## src/rtl/ddc_dec_ctrl.sv

```systemverilog
// Sequencer for the CIC -> hb1 -> hb2 decimation chain: decodes the total
// decimation, runs/stops the stages, and hides start-up transients.
module ddc_dec_ctrl #(
  parameter int CIC_MAX     = 128,
  parameter int PRIME_SAMPS = 8,
  parameter int FLUSH_CYC   = 16
) (
  input  logic        clk,
  input  logic        rst,
  input  logic        set_stb,
  input  logic [9:0]  set_decim,
  input  logic        enable,
  input  logic        stb_chain,
  output logic [7:0]  cic_rate,
  output logic        hb1_bypass,
  output logic        hb2_bypass,
  output logic        run,
  output logic        stb_out,
  output logic        busy,
  output logic        cfg_err,
  output logic [31:0] samp_cnt
);
  localparam int PW = $clog2(PRIME_SAMPS + 1);
  localparam int FW = $clog2(FLUSH_CYC + 1);
  localparam logic [PW-1:0] PLAST = PW'(PRIME_SAMPS - 1);
  localparam logic [FW-1:0] FLAST = FW'(FLUSH_CYC - 1);
  localparam logic [9:0]    CMAX  = 10'(CIC_MAX);

  typedef enum logic [2:0] {IDLE, CONFIG, PRIME, RUN, DRAIN} state_t;
  state_t state, state_n;

  logic [PW-1:0] prime_cnt;
  logic [FW-1:0] flush_cnt;
  logic [7:0]    pend_cic;
  logic          pend_hb1b, pend_hb2b, pend;

  // Decode: prefer using both halfbands, then hb2 only, then CIC alone.
  logic [9:0] q4, q2;
  logic [7:0] dec_cic;
  logic       dec_ok, dec_hb1b, dec_hb2b;
  always_comb begin
    q4       = {2'b00, set_decim[9:2]};
    q2       = {1'b0, set_decim[9:1]};
    dec_ok   = 1'b1;
    dec_cic  = 8'd1;
    dec_hb1b = 1'b1;
    dec_hb2b = 1'b1;
    if (set_decim[1:0] == 2'b00 && q4 >= 10'd1 && q4 <= CMAX) begin
      dec_cic  = q4[7:0];
      dec_hb1b = 1'b0;
      dec_hb2b = 1'b0;
    end else if (!set_decim[0] && q2 >= 10'd1 && q2 <= CMAX) begin
      dec_cic  = q2[7:0];
      dec_hb2b = 1'b0;
    end else if (set_decim >= 10'd1 && set_decim <= CMAX) begin
      dec_cic  = set_decim[7:0];
    end else begin
      dec_ok   = 1'b0;
    end
  end

  always_comb begin
    state_n = state;
    case (state)
      IDLE:    if (enable) state_n = CONFIG;
      CONFIG:  state_n = PRIME;
      PRIME:   if (!enable || pend) state_n = DRAIN;
               else if (stb_chain && prime_cnt == PLAST) state_n = RUN;
      RUN:     if (!enable || pend) state_n = DRAIN;
      DRAIN:   if (flush_cnt == FLAST) state_n = enable ? CONFIG : IDLE;
      default: state_n = IDLE;
    endcase
  end

  // Outputs are registered from the next state so they line up with it.
  always_ff @(posedge clk) begin
    if (rst) begin
      state      <= IDLE;
      prime_cnt  <= '0;
      flush_cnt  <= '0;
      pend_cic   <= 8'd1;
      pend_hb1b  <= 1'b1;
      pend_hb2b  <= 1'b1;
      pend       <= 1'b0;
      cic_rate   <= 8'd1;
      hb1_bypass <= 1'b1;
      hb2_bypass <= 1'b1;
      run        <= 1'b0;
      stb_out    <= 1'b0;
      busy       <= 1'b0;
      cfg_err    <= 1'b0;
      samp_cnt   <= '0;
    end else begin
      state     <= state_n;
      run       <= (state_n == PRIME) || (state_n == RUN);
      busy      <= (state_n != IDLE);
      stb_out   <= (state == RUN) && stb_chain;
      flush_cnt <= (state == DRAIN) ? flush_cnt + 1'b1 : '0;
      if (state == PRIME && stb_chain) prime_cnt <= prime_cnt + 1'b1;
      if (state == RUN && stb_chain)   samp_cnt  <= samp_cnt + 32'd1;
      if (state_n == CONFIG) begin
        cic_rate   <= pend_cic;
        hb1_bypass <= pend_hb1b;
        hb2_bypass <= pend_hb2b;
        pend       <= 1'b0;
        samp_cnt   <= '0;
        prime_cnt  <= '0;
      end
      // A request landing on the apply edge wins over the pend clear.
      if (set_stb) begin
        if (dec_ok) begin
          pend_cic  <= dec_cic;
          pend_hb1b <= dec_hb1b;
          pend_hb2b <= dec_hb2b;
          pend      <= 1'b1;
          cfg_err   <= 1'b0;
        end else begin
          cfg_err   <= 1'b1;
        end
      end
    end
  end
endmodule
```

## config.mk

```make
export PLATFORM = sky130hd
export DESIGN_NAME = ddc_dec_ctrl
export DESIGN_NICKNAME = d
export VERILOG_FILES = /design/src/rtl/ddc_dec_ctrl.sv
export SDC_FILE = /design/constraint.sdc
export NUM_CORES = 1
export LEC_CHECK = 0
export ABC_CLOCK_PERIOD_IN_PS = 2220
export BUFFER_PORTS_ARGS = -buffer_cell sky130_fd_sc_hd__buf_2
export CAP_MARGIN = 0
export CORE_UTILIZATION = 49
export CTS_CLUSTER_SIZE = 24
export DETAILED_ROUTE_END_ITERATION = 7
export PLACE_DENSITY = 0.81
export SYNTH_ARGS = -nofsm -noshare
export SYNTH_HDL_FRONTEND = slang
export SYNTH_SLANG_ARGS = --single-unit
```

## constraint.sdc

```tcl
create_clock -name clk -period 2.22 [get_ports clk]
set_input_delay 0 -clock clk [delete_from_list [all_inputs] [get_ports clk]]
set_output_delay 0 -clock clk [all_outputs]
set_load 0.005 [all_outputs]
```

Word-level counts from Yosys, hierarchy flattened:

Cells that the tools add are included.

* add/sub/neg operators: 3
* $lt $le $gt $ge: 6
* eq/ne operators: 9
* multiplexer cells: 20
* bitwise operators: 1
* reduce and logical (&&, ||, !) cells: 18

Operator list (count)
* $add A32 B1 Y32 const B: 1
* $mux W8: 3
* $mux W3: 5
* $pmux W3 S5: 1
* $eq A3 B2 Y1 const B: 4
* $mux W1: 11
* $ge A10 B1 Y1 const B: 1
* $le A10 B8 Y1 const B: 1
* $ge A9 B1 Y1 const B: 1
* $le A9 B8 Y1 const B: 1
* $ge A8 B1 Y1 const B: 1
* $le A8 B8 Y1 const B: 1
* $logic_and A1 B1 Y1: 8
* $eq A3 B1 Y1 const B: 2
* $add A5 B1 Y5 const B: 1
* $eq A5 B4 Y1 const B: 1
* $add A4 B1 Y4 const B: 1
* $eq A4 B3 Y1 const B: 1
* $reduce_or A2 Y1: 2
* $eq A3 B3 Y1 const B: 1
* $logic_not A3 Y1: 1
* $reduce_bool A3 Y1: 1
* $logic_not A1 Y1: 2
* $logic_not A2 Y1: 1
* other kinds (3): 4

* flip-flop bits (word level): 69
* input bits: 15

Depth between registers and ports, before layout:

Gate-level depths: netlist of run 1.

* depth in word-level cells: 9
* depth in mapped cells: 8
* mapped depth without buffers: 7

Worst setup path after synthesis of run 1:

OpenSTA, ideal clock, no wires.

* path kind: register to register
* start: reg samp_cnt[4]
* end: reg samp_cnt[31]
* setup time: 0.071 ns
* arrival time: 2.184 ns
* path slack: -0.035 ns
* stages on the path, launching flop included: 7
* cells stage by stage: dfxtp_1 -> nand4_2 -> or4b_4 -> buf_6 -> or3_4 -> or4_1 -> a21oi_1

* longest elaborated chain between the ends: 1

RTL lines
* start, declared: line 21 `output logic [31:0] samp_cnt`
* start signal, assigned: line 100 `if (state == RUN && stb_chain) samp_cnt <= samp_cnt + 32'd1;`
* $add A32 B1 Y32: line 100

Every way passes these cells.
A chain may end at the register's enable or synchronous reset.

Worst setup path after layout of run 1:

* start: reg samp_cnt[13]
* end: reg samp_cnt[31]

The elaborated chain is that of the path after synthesis.

==> results of run 1 <==
cell usage after synthesis (2+ instances only):
cell type	count
and3_1	4
nor4b_1	4
inv_1	9
nor4_1	7
xor2_1	10
clkbuf_1	17
nand2_1	43
and4_1	6
nand4_1	6
nand3b_1	2
or4_1	4
a2bb2oi_1	2
nor2b_1	4
ha_1	4
a311oi_1	2
a21oi_1	21
nor3_1	9
mux2i_1	3
nor2_1	54
o211ai_1	2
or3_1	6
nand2b_1	2
a32oi_1	2
a22oi_1	2
nand3_1	12
a211oi_1	4
dfxtp_1	69
o21ai_0	10
xnor2_1	20
o32ai_1	2
state kept, by name (all words and copies together) (netlist names):
register    cells
samp_cnt       32
cic_rate        8
pend_cic        8
flush_cnt       5
prime_cnt       4
state           3
busy            1
cfg_err         1
hb1_bypass      1
hb2_bypass      1
pend            1
pend_hb1b       1
pend_hb2b       1
run             1
stb_out         1
final timing paths:
kind	from	endpoint	slack, ns	cells past startpoint
worst max-delay path	samp_cnt[13]	samp_cnt[31]	0.09	5
worst min register to register	cic_rate[2]	cic_rate[2]	0.45	2
worst min-delay path	set_decim[6]	pend_cic[5]	0.03	3
worst max register to register	samp_cnt[13]	samp_cnt[31]	0.09	5
metal layers:
layer | part of all wire, % | GRT usage, % | vias to the layer above
met5 | 0 | 0 | -
li1 | - | - | 1433
met4 | 2.0 | 10.5 | 0
met1 | 43 | 25.9 | 1336
met2 | 48 | 36.6 | 87
met3 | 6.3 | 7.44 | 19
power by group through the flow:
stage	logic, mW	registers (mW)	clock network, mW
global route	0.219	1.28	1.17
global placement	0.188	1.30	0
detailed placement	0.191	1.30	0
floorplan	0.113	1.31	0
finish	0.196	1.28	1.09
CTS	0.197	1.28	1.11
critical path: cells and delay by family, from the launching register on:
family	cells	cell delay [ns]
AOI/OAI and AO/OA	1	0.15
DFF	1	0.39
and+or+nand+nor	4	1.54
cell usage in the layout (no fill, tap or decap), drive strengths merged, types with 3 or more instances in the layout:
master,n
xor2,10
inv,9
and4,6
nand3,12
nor2,54
ha,4
nor3,9
a21oi,21
mux2i,3
nor4b,4
clkbuf,9
xnor2,20
nand2,43
nor2b,4
clkinv,4
and3,5
or4,4
or3,7
a211oi,4
o21ai,10
dlygate4sd3,3
dfxtp,69
nand4,7
buf,75
nor4,7
cell type report:
type | count | area [µm²]
Multi-Input combinational cell | 266 | 1600
Tap cell | 75 | 93.8
Clock buffer | 9 | 124
Timing Repair Buffer | 78 | 455
Clock inverter | 7 | 90.1
Inverter | 10 | 37.5
Sequential cell | 69 | 1390
Fill cell | 526 | 2200
metrics by stage:
| stage | util, % | worst slack, ns |
|---|---|---|
| global route | 63.3 | 0.0105 |
| CTS | 63.2 | 0.0509 |
| detailed placement | 59.1 | 0.0696 |
| floorplan | - | 0.00384 |
| finish | 63.3 | 0.0916 |
| global placement | 59.1 | 0.115 |
what timing repair did:
item                                   4_1_cts  5_1_grt
hold buffers                                 3        0
gates resized for setup                      0        3
endpoints found under the hold margin        4        0
setup endpoints to repair                    0        7
cell families (layout without fill, tap and decap cells):
logic type / after synthesis / count (layout) / synth area share, %
XOR/XNOR: 30 / 30 / 8.49
buffers and inverters: 29 / 104 / 3.76
AO/OA/AOI/OAI: 55 / 55 / 11.4
adder cells (fa/ha/maj): 4 / 4 / 1.62
multiplexers: 3 / 3 / 0.970
AND/OR/NAND/NOR: 174 / 174 / 29.1
flip-flops: 69 / 69 / 44.6
==> summary.md, run 1 <==
| Metric | Value |
|---|---|
| Worst EP arrival | 2.41 ns |
| Via count | around 2.9k |
| Largest stage delay, worst path | approximately 0.53 ns |
| Synth Instances | 364 |
| Final #Nets | about 450 |
| Crit path max-delay cell type | or4b_4 |
| Post-route insts no fill | 514 |
| CP startpoint kind | flip-flop |
| Comb pwr share | under 10% |
| Flop pwr share | ~50% |
| Post-synth net total | 383 |
| Worst min path class | in2reg |
| Starting Density | 51.7% |
| Root buf cell | clkbuf_8 |
| Grt total ovfl | 0 |
| Hpwl dp | between 4000 and 5000 µm |
| Critical Path Fanout Max | 3 |
| Final ANT Viol Nets | 0 |
| Layout cells sized above 1 | between 20% and 30% |
| Die Ht | between 80 and 90 µm |
| Setup TNS | 0 ns |
| Final hold slack | about 0.029 ns |
| # clock sinks | 69 |
| DP Cell Count | 495 |
| Area contributors post-synth | dfxtp_1 (45%), nor2_1 (6.5%), xnor2_1 (5.7%) |
| Die width | around 81 µm |
| EDFF count, synth | 0 |
| Pwr Total | ~2.6 mW |
| Number of top-level pins | between 60 and 70 |
| CTS tree | yes |
| Final setup violation count | 0 |
| Core Region | roughly 6000 µm² |
| Syn_area_per_cell | about 8.5 µm² |
| FP Rows | 28 |
| Post-Syn Area | around 3100 µm² |
| CTS Buffer Depth | 2 |
| Routed WL per cell | approximately 13 µm |
| Post-synthesis cell type count | 52 |
| Max Clock Freq | about 470 MHz |
| Final Cycle Share | a little over nine tenths |
| H-tree depth | 3 |
| CTS Buf Count | 9 |
| DR pass1 iterations | 5 |
| Slew @ Worst Pin | about 0.77 ns |
| Slew Limit Fails | 0 |
| Pwr dens | between 600 and 700 nW/µm² |
| Post-DP Area | ~3500 µm² |
| Async set-reset flop share out of synthesis | 0% |
| Final wirelength | 6870 µm |
| MaxCap Viol Count | 0 |
| Leakage | approximately 1.5 nW |
| RSZ-0062 raised after global routing | no |
| Max Clock Skew | 0.00866 ns |
| Setup Buffers After CTS | 0 |
| Setup Crit Path Kind | reg2reg |
| Vias per inst | between 5 and 6 |
| Initial DRC count | between 90 and 100 |
| Dominant synthesized flop cell | dfxtp_1 |
| Max_slew headroom | a little under half |
| Worst skew pair latency | about 0.35 ns |
| WP data required | approximately 2.5 ns |
| Maximum VDD drop | roughly 0.55 mV |
| Clk slew on worst S/H paths | ~0.080 ns |
| Number of global-route vias before repair | about 2.5k |
| Outcome | finished, final reports clean |
| Min cycle time layout | between 2 and 2.5 ns |
| Largest net degree at the start of global routing | 29 |
| Cell taking the most area after synthesis | dfxtp_1 |
| Post-synth top area share | between 40 and 50% |
| Design area | 3790 µm² |
| Synthesis-to-layout area growth | 22.4% |
| Final Hold Viols | 0 |
| Total GRT Usage | 22.2% |
| DR DRC count | 0 |
| Pint | about 2.0 mW |
| Crit path cell chain | nand4_2 -> or4b_4 -> or3_4 -> or4_1 -> a21oi_1 |
| Synth Warn # | 0 |
| Sw frac | roughly a quarter |
| GP Congestion | around 0.92 |
| Clock power frac | around 43% |
| Crit path capture type | flip-flop |
| Die area | around 6600 µm² |
| Net switching power figure | roughly 0.6 mW |
| Yosys reg bits | 69 |
| ANT cells | 0 |
| IO buf count | 60 |
| Post-synthesis sequential area ratio | 44.6% |
| Initial antenna violation count | 0 |
| First-pass GRT wire length | approximately 11,000 µm |
(Power assumes the default switching activity.)
==> run 2: changes to the inputs <==
CORE_MARGIN = 3   (was unset)
==> summary.md, run 2 (synthesis results as in run 1) <==
| Metric | Value |
|---|---|
| Outcome | finished, final reports clean (unchanged) |
| IO buf count | 60 (unchanged) |
| Synthesis-to-layout area growth | 23.9% (was 22.4%) |
| Die width | 85.5 µm (was 81.5 µm) |
| Min cycle time layout | 2.14 ns (was 2.13 ns) |
| Crit path cell chain | and3_1 -> or4b_4 -> or3_4 -> or4_1 -> a21oi_1 (was nand4_2 -> or4b_4 -> or3_4 -> or4_1 -> a21oi_1) |
| Final ANT Viol Nets | 0 (unchanged) |
| Most flop-heavy register | samp_cnt (unchanged) |
| Worst skew pair latency | 0.34 ns (was 0.35 ns) |
| Fin util | 63.7% (was 63.3%) |
| CTS Buf Count | 9 (unchanged) |
| Slew @ Worst Pin | 0.797 ns (was 0.774 ns) |
| Layout cells sized above 1 | 24.0% (was 23.5%) |
| Final setup violation count | 0 (unchanged) |
| Setup Buffers After CTS | 0 (unchanged) |
| Max Clock Skew | 0.0100 ns (was 0.00866 ns) |
| Final Hold Viols | 0 (unchanged) |
| ANT cells | 0 (unchanged) |
| MaxCap Viol Count | 0 (unchanged) |
| Number of global-route vias before repair | 2,647 (was 2,547) |
| Top flop regs | samp_cnt (32), cic_rate (8), pend_cic (8) (unchanged) |
| Clock power frac | 48.0% (was 42.5%) |
| Vias per inst | 5.56 (was 5.59) |
| Final wirelength | 7150 µm (was 6870 µm) |
| GP Congestion | 0.891 (was 0.915) |
| Grt total ovfl | 0 (unchanged) |
| CTS Buffer Depth | 2 (unchanged) |
| Commonest non-fill, non-tap cell in the layout | dfxtp_1 (unchanged) |
| Final Cycle Share | 96.3% (was 95.9%) |
| Crit path max-delay cell type | or4_1 (was or4b_4) |
| Die area | 7310 µm² (was 6640 µm²) |
| # clock sinks | 69 (unchanged) |
| FP Rows | 28 (unchanged) |
| Pint | 2.20 mW (was 1.96 mW) |
| Setup TNS | 0 ns (unchanged) |
| Net switching power figure | 0.626 mW (was 0.597 mW) |
| Post-DP Area | 3530 µm² (was 3540 µm²) |
| Hpwl dp | 5040 µm (was 4880 µm) |
| First-pass GRT wire length | 12,100 µm (was 11,300 µm) |
| Flop2flop setup slack | 0.08 ns (was 0.09 ns) |
| Total GRT Usage | 20.4% (was 22.2%) |
| Max Clock Freq | 468 MHz (was 470 MHz) |
| Maximum VDD drop | 0.565 mV (was 0.549 mV) |
| Most frequent cells in the layout | dfxtp_1 (61), buf_2 (60), nor2_1 (54) (was dfxtp_1 (64), buf_2 (60), nor2_1 (54)) |
| Max_slew headroom | 46.4% (was 47.9%) |
| DR pass1 iterations | 4 (was 5) |
| Design area | 3840 µm² (was 3790 µm²) |
| CP startpoint kind | flip-flop (unchanged) |
| Max reg flops | 32 (unchanged) |
| Sw frac | 22.1% (was 23.3%) |
| Comb pwr share | 6.9% (was 7.7%) |
| Worst EP arrival | 2.41 ns (about the same) |
| Initial antenna violation count | 0 (unchanged) |
| Largest stage delay, worst path | 0.49 ns (was 0.53 ns) |
| Largest net degree at the start of global routing | 30 (was 29) |
| Setup Crit Path Kind | reg2reg (unchanged) |
| H-tree depth | 3 (unchanged) |
| Flop pwr share | 45.1% (was 49.9%) |
| Starting Density | 51.4% (was 51.7%) |
| Initial DRC count | 135 (was 97) |
| Pwr dens | 737 nW/µm² (was 676 nW/µm²) |
| RSZ-0062 raised after global routing | no (unchanged) |
| Number of top-level pins | 61 (unchanged) |
| WP data required | 2.49 ns (was 2.50 ns) |
| Leakage | 1.52 nW (was 1.50 nW) |
| DR DRC count | 0 (unchanged) |
| Slew Limit Fails | 0 (unchanged) |
| Critical Path Fanout Max | 5 (was 3) |
| Root buf cell | clkbuf_8 (unchanged) |
| Core Region | 6030 µm² (was 5990 µm²) |
| Worst min path class | in2reg (unchanged) |
| Clk slew on worst S/H paths | 0.08 ns (about the same) |
| Routed WL per cell | 14.0 µm (was 13.4 µm) |
| Final #Nets | 451 (was 453) |
| Crit path capture type | flip-flop (unchanged) |
| CTS tree | yes (unchanged) |
| Via count | 2,848 (was 2,875) |
| Die Ht | 85.5 µm (was 81.5 µm) |
[run 2: cell types whose count changed in the layout (fill, tap and decap cells not counted), sizes merged]
cell	previous run	this run
clkinv	4	1
buf	75	74
dlygate4sd3	3	2
bufinv	2	4
clkinvlp	2	1
inv	9	11
[run 2: through the flow]
stage | worst slack (ns) | std cells | total power, mW | hold slack (ns)
after floorplan | 0.00384 | 364 | 1.42 | 0.159
after global placement | 0.116 | 494 | 1.49 | 0.306
after detailed placement | 0.0670 | 494 | 1.50 | 0.312
after CTS | 0.0250 | 512 | 2.85 | 0.0161
after global routing | 0.00307 | 512 | 2.94 | 0.0349
final | 0.0812 | 512 | 2.83 | 0.0241
[run 2: layout make-up]
| class | instances | area (µm²) |
|---|---|---|
| multi-input cells | 266 | 1600 |
| fillers | 509 | 2190 |
| clock buffers | 9 | 124 |
| flip-flops and latches | 69 | 1400 |
| well taps | 75 | 93.8 |
| inverters | 10 | 37.5 |
| repair buffers | 76 | 438 |
| clock inverters | 7 | 145 |
[run 2: power groups by stage]
stage	sequential, mW	combinational [mW]	clock [mW]
2_1_floorplan	1.31	0.113	0
3_3_place_gp	1.30	0.188	0
3_5_place_dp	1.31	0.191	0
4_1_cts	1.28	0.195	1.38
5_1_grt	1.28	0.218	1.44
6_report	1.27	0.195	1.36
[run 2: worst max-delay path, delay by kind of cell, from the launching register on]
family | cells | cell delay [ns]
AOI/OAI and AO/OA | 1 | 0.15
DFF | 1 | 0.37
and+or+nand+nor | 4 | 1.56
[run 2: repair_timing]
action,CTS,global route
hold buffers,2,0
hold endpoints to repair,3,0
endpoints found under the setup margin,0,7
gates resized for setup,0,8
[run 2: metal layers]
layer	vias up	wire, µm	global-route usage (%)	share of wire [%]
met3	11	464	4.37	6.5
met2	82	3570	34.0	50
li1	1422	-	-	-
met1	1333	3050	25.3	43
met5	-	0	0	0
met4	0	78	8.63	1.1
[run 2: path summary, 6_finish.rpt]
check,from,cells past startpoint,to
worst max-delay path,samp_cnt[0],5,samp_cnt[31]
worst min-delay path,stb_chain,3,stb_out
worst max register to register,samp_cnt[0],5,samp_cnt[31]
worst min register to register,flush_cnt[0],1,flush_cnt[0]
==> run 3: changes to the inputs <==
BUFFER_PORTS_ARGS = unset   (was -buffer_cell sky130_fd_sc_hd__buf_2)
CORE_UTILIZATION = 56   (was 49)
DONT_BUFFER_PORTS = 1   (was unset)
PLACE_DENSITY = 0.8   (was 0.81)
RECOVER_POWER = 25   (was unset)
==> summary.md, run 3 (synthesis results as in run 1) <==
| Metric | Value |
|---|---|
| Worst skew pair latency | 0.34 ns (about the same) |
| Core Region | 5240 µm² (was 6030 µm²) |
| Pint | 2.03 mW (was 2.20 mW) |
| Final setup violation count | 0 (unchanged) |
| Die width | 80.3 µm (was 85.5 µm) |
| Post-route insts no fill | 473 (was 512) |
| Total GRT Usage | 23.9% (was 20.4%) |
| Setup TNS | 0 ns (unchanged) |
| Grt total ovfl | 0 (unchanged) |
| Crit path capture type | flip-flop (unchanged) |
| Starting Density | 59.1% (was 51.4%) |
| Layout cells sized above 1 | 12.2% (was 24.0%) |
| Final Cycle Share | 97.4% (was 96.3%) |
| Initial DRC count | 139 (was 135) |
| CTS Buf Count | 9 (unchanged) |
| Setup Crit Path Kind | reg2reg (unchanged) |
| DP Cell Count | 438 (was 494) |
| CTS tree | yes (unchanged) |
| Largest net degree at the start of global routing | 37 (was 30) |
| Vias per inst | 5.84 (was 5.56) |
| Die Ht | 80.3 µm (was 85.5 µm) |
| Comb pwr share | 6.8% (was 6.9%) |
| Sw frac | 22.0% (was 22.1%) |
| Via count | 2,762 (was 2,848) |
| Slew @ Worst Pin | 0.840 ns (was 0.797 ns) |
| Flop pwr share | 49.3% (was 45.1%) |
| Pwr Total | 2.60 mW (was 2.83 mW) |
| Leakage | 1.31 nW (was 1.52 nW) |
| IO buf count | 0 (was 60) |
| FP Rows | 26 (was 28) |
| Most frequent cells in the layout | dfxtp_1 (66), nor2_1 (54), nand2_1 (43) (was dfxtp_1 (61), buf_2 (60), nor2_1 (54)) |
| Maximum VDD drop | 0.467 mV (was 0.565 mV) |
| Commonest non-fill, non-tap cell in the layout | dfxtp_1 (unchanged) |
| MaxCap Viol Count | 0 (unchanged) |
| CP startpoint kind | flip-flop (unchanged) |
| # clock sinks | 69 (unchanged) |
| Worst min path class | in2reg (unchanged) |
| Critical Path Fanout Max | 4 (was 5) |
| WP data required | 2.49 ns (about the same) |
| Max reg flops | 32 (unchanged) |
| Hpwl dp | 4710 µm (was 5040 µm) |
| GP Congestion | 0.878 (was 0.891) |
| Initial antenna violation count | 0 (unchanged) |
| Most flop-heavy register | samp_cnt (unchanged) |
| Number of global-route vias before repair | 2,672 (was 2,647) |
| Max_slew headroom | 43.8% (was 46.4%) |
| Outcome | finished, final reports clean (unchanged) |
| Number of top-level pins | 61 (unchanged) |
| Slew Limit Fails | 0 (unchanged) |
| Max Clock Skew | 0.0104 ns (was 0.0100 ns) |
| Top flop regs | samp_cnt (32), cic_rate (8), pend_cic (8) (unchanged) |
| Routed WL per cell | 15.3 µm (was 14.0 µm) |
| Clk slew on worst S/H paths | 0.07 ns (was 0.08 ns) |
| RSZ-0062 raised after global routing | no (unchanged) |
| Min cycle time layout | 2.16 ns (was 2.14 ns) |
| DR pass1 iterations | 6 (was 4) |
| CTS Buffer Depth | 2 (unchanged) |
| Clock power frac | 43.9% (was 48.0%) |
| Net switching power figure | 0.571 mW (was 0.626 mW) |
| Root buf cell | clkbuf_8 (unchanged) |
| DR DRC count | 0 (unchanged) |
| Synthesis-to-layout area growth | 19.7% (was 23.9%) |
| Pwr dens | 701 nW/µm² (was 737 nW/µm²) |
| Final Hold Viols | 0 (unchanged) |
| Final #Nets | 417 (was 451) |
| First-pass GRT wire length | 12,100 µm (about the same) |
| Final hold slack | 0.0362 ns (was 0.0241 ns) |
| ANT cells | 0 (unchanged) |
| H-tree depth | 3 (unchanged) |
| Max Clock Freq | 462 MHz (was 468 MHz) |
| Final wirelength | 7230 µm (was 7150 µm) |
| Die area | 6460 µm² (was 7310 µm²) |
| Final ANT Viol Nets | 0 (unchanged) |
| Worst EP arrival | 2.43 ns (was 2.41 ns) |
-- run 3: cell types whose count changed in the layout (fill, tap and decap cells not counted), moves of 3 or more --
cell / before / now
buf_2: 60 / 0
dlygate4sd3_1: 2 / 19
dfxtp_2: 6 / 3
buf_4: 13 / 23
dfxtp_1: 61 / 66
-- run 3: layer usage --
layer / global-route usage [%] / up-vias / wire length, µm
met4: 14.0 / 0 / 212
met2: 41.5 / 106 / 3590
met3: 6.05 / 17 / 493
met1: 26.1 / 1287 / 2940
li1: - / 1352 / -
met5: 0 / - / 0
-- run 3: final timing paths --
kind / start / endpoint / slack [ns] / cells after the start
worst max register to register: samp_cnt[1] / samp_cnt[31] / 0.06 / 5
worst min register to register: pend_cic[1] / cic_rate[1] / 0.45 / 2
worst max-delay path: samp_cnt[1] / samp_cnt[31] / 0.06 / 5
worst min-delay path: set_decim[9] / pend_hb1b / 0.04 / 3
-- run 3: final cells by class --
type	count	area [µm²]
multi-input cells	266	1610
fillers	404	1530
flip-flops and latches	69	1390
repair buffers	42	363
clock buffers	12	155
well taps	70	87.6
clock inverters	4	70.1
inverters	10	37.5
-- run 3: metrics by stage --
step                utilization (%)  cell area (µm²)  setup slack [ns]
floorplan                         -             3100           0.00384
global placement               62.6             3280             0.142
detailed placement             62.6             3280             0.111
CTS                            70.6             3700            0.0473
global route                   70.8             3710           0.00557
finish                         70.8             3710            0.0572
-- run 3: power by group through the flow --
stage / clock network, mW / logic [mW] / registers [mW]
finish: 1.14 / 0.177 / 1.28
global route: 1.22 / 0.197 / 1.28
CTS: 1.16 / 0.172 / 1.28
detailed placement: 0 / 0.134 / 1.31
global placement: 0 / 0.132 / 1.31
floorplan: 0 / 0.113 / 1.31
-- run 3: what timing repair did --
action / CTS / global route
resized for setup: 0 / 2
hold buffers: 19 / 0
setup endpoints to repair: 0 / 8
buffers inserted: 0 / 0
hold endpoints to repair: 29 / 0
-- run 3: worst max-delay path, stage by stage (launching register included) --
cell     delay (ns)
dfxtp_1        0.37
and3_1         0.19
or4b_4         0.48
or3_4          0.40
or4_1          0.51
a21oi_1        0.15
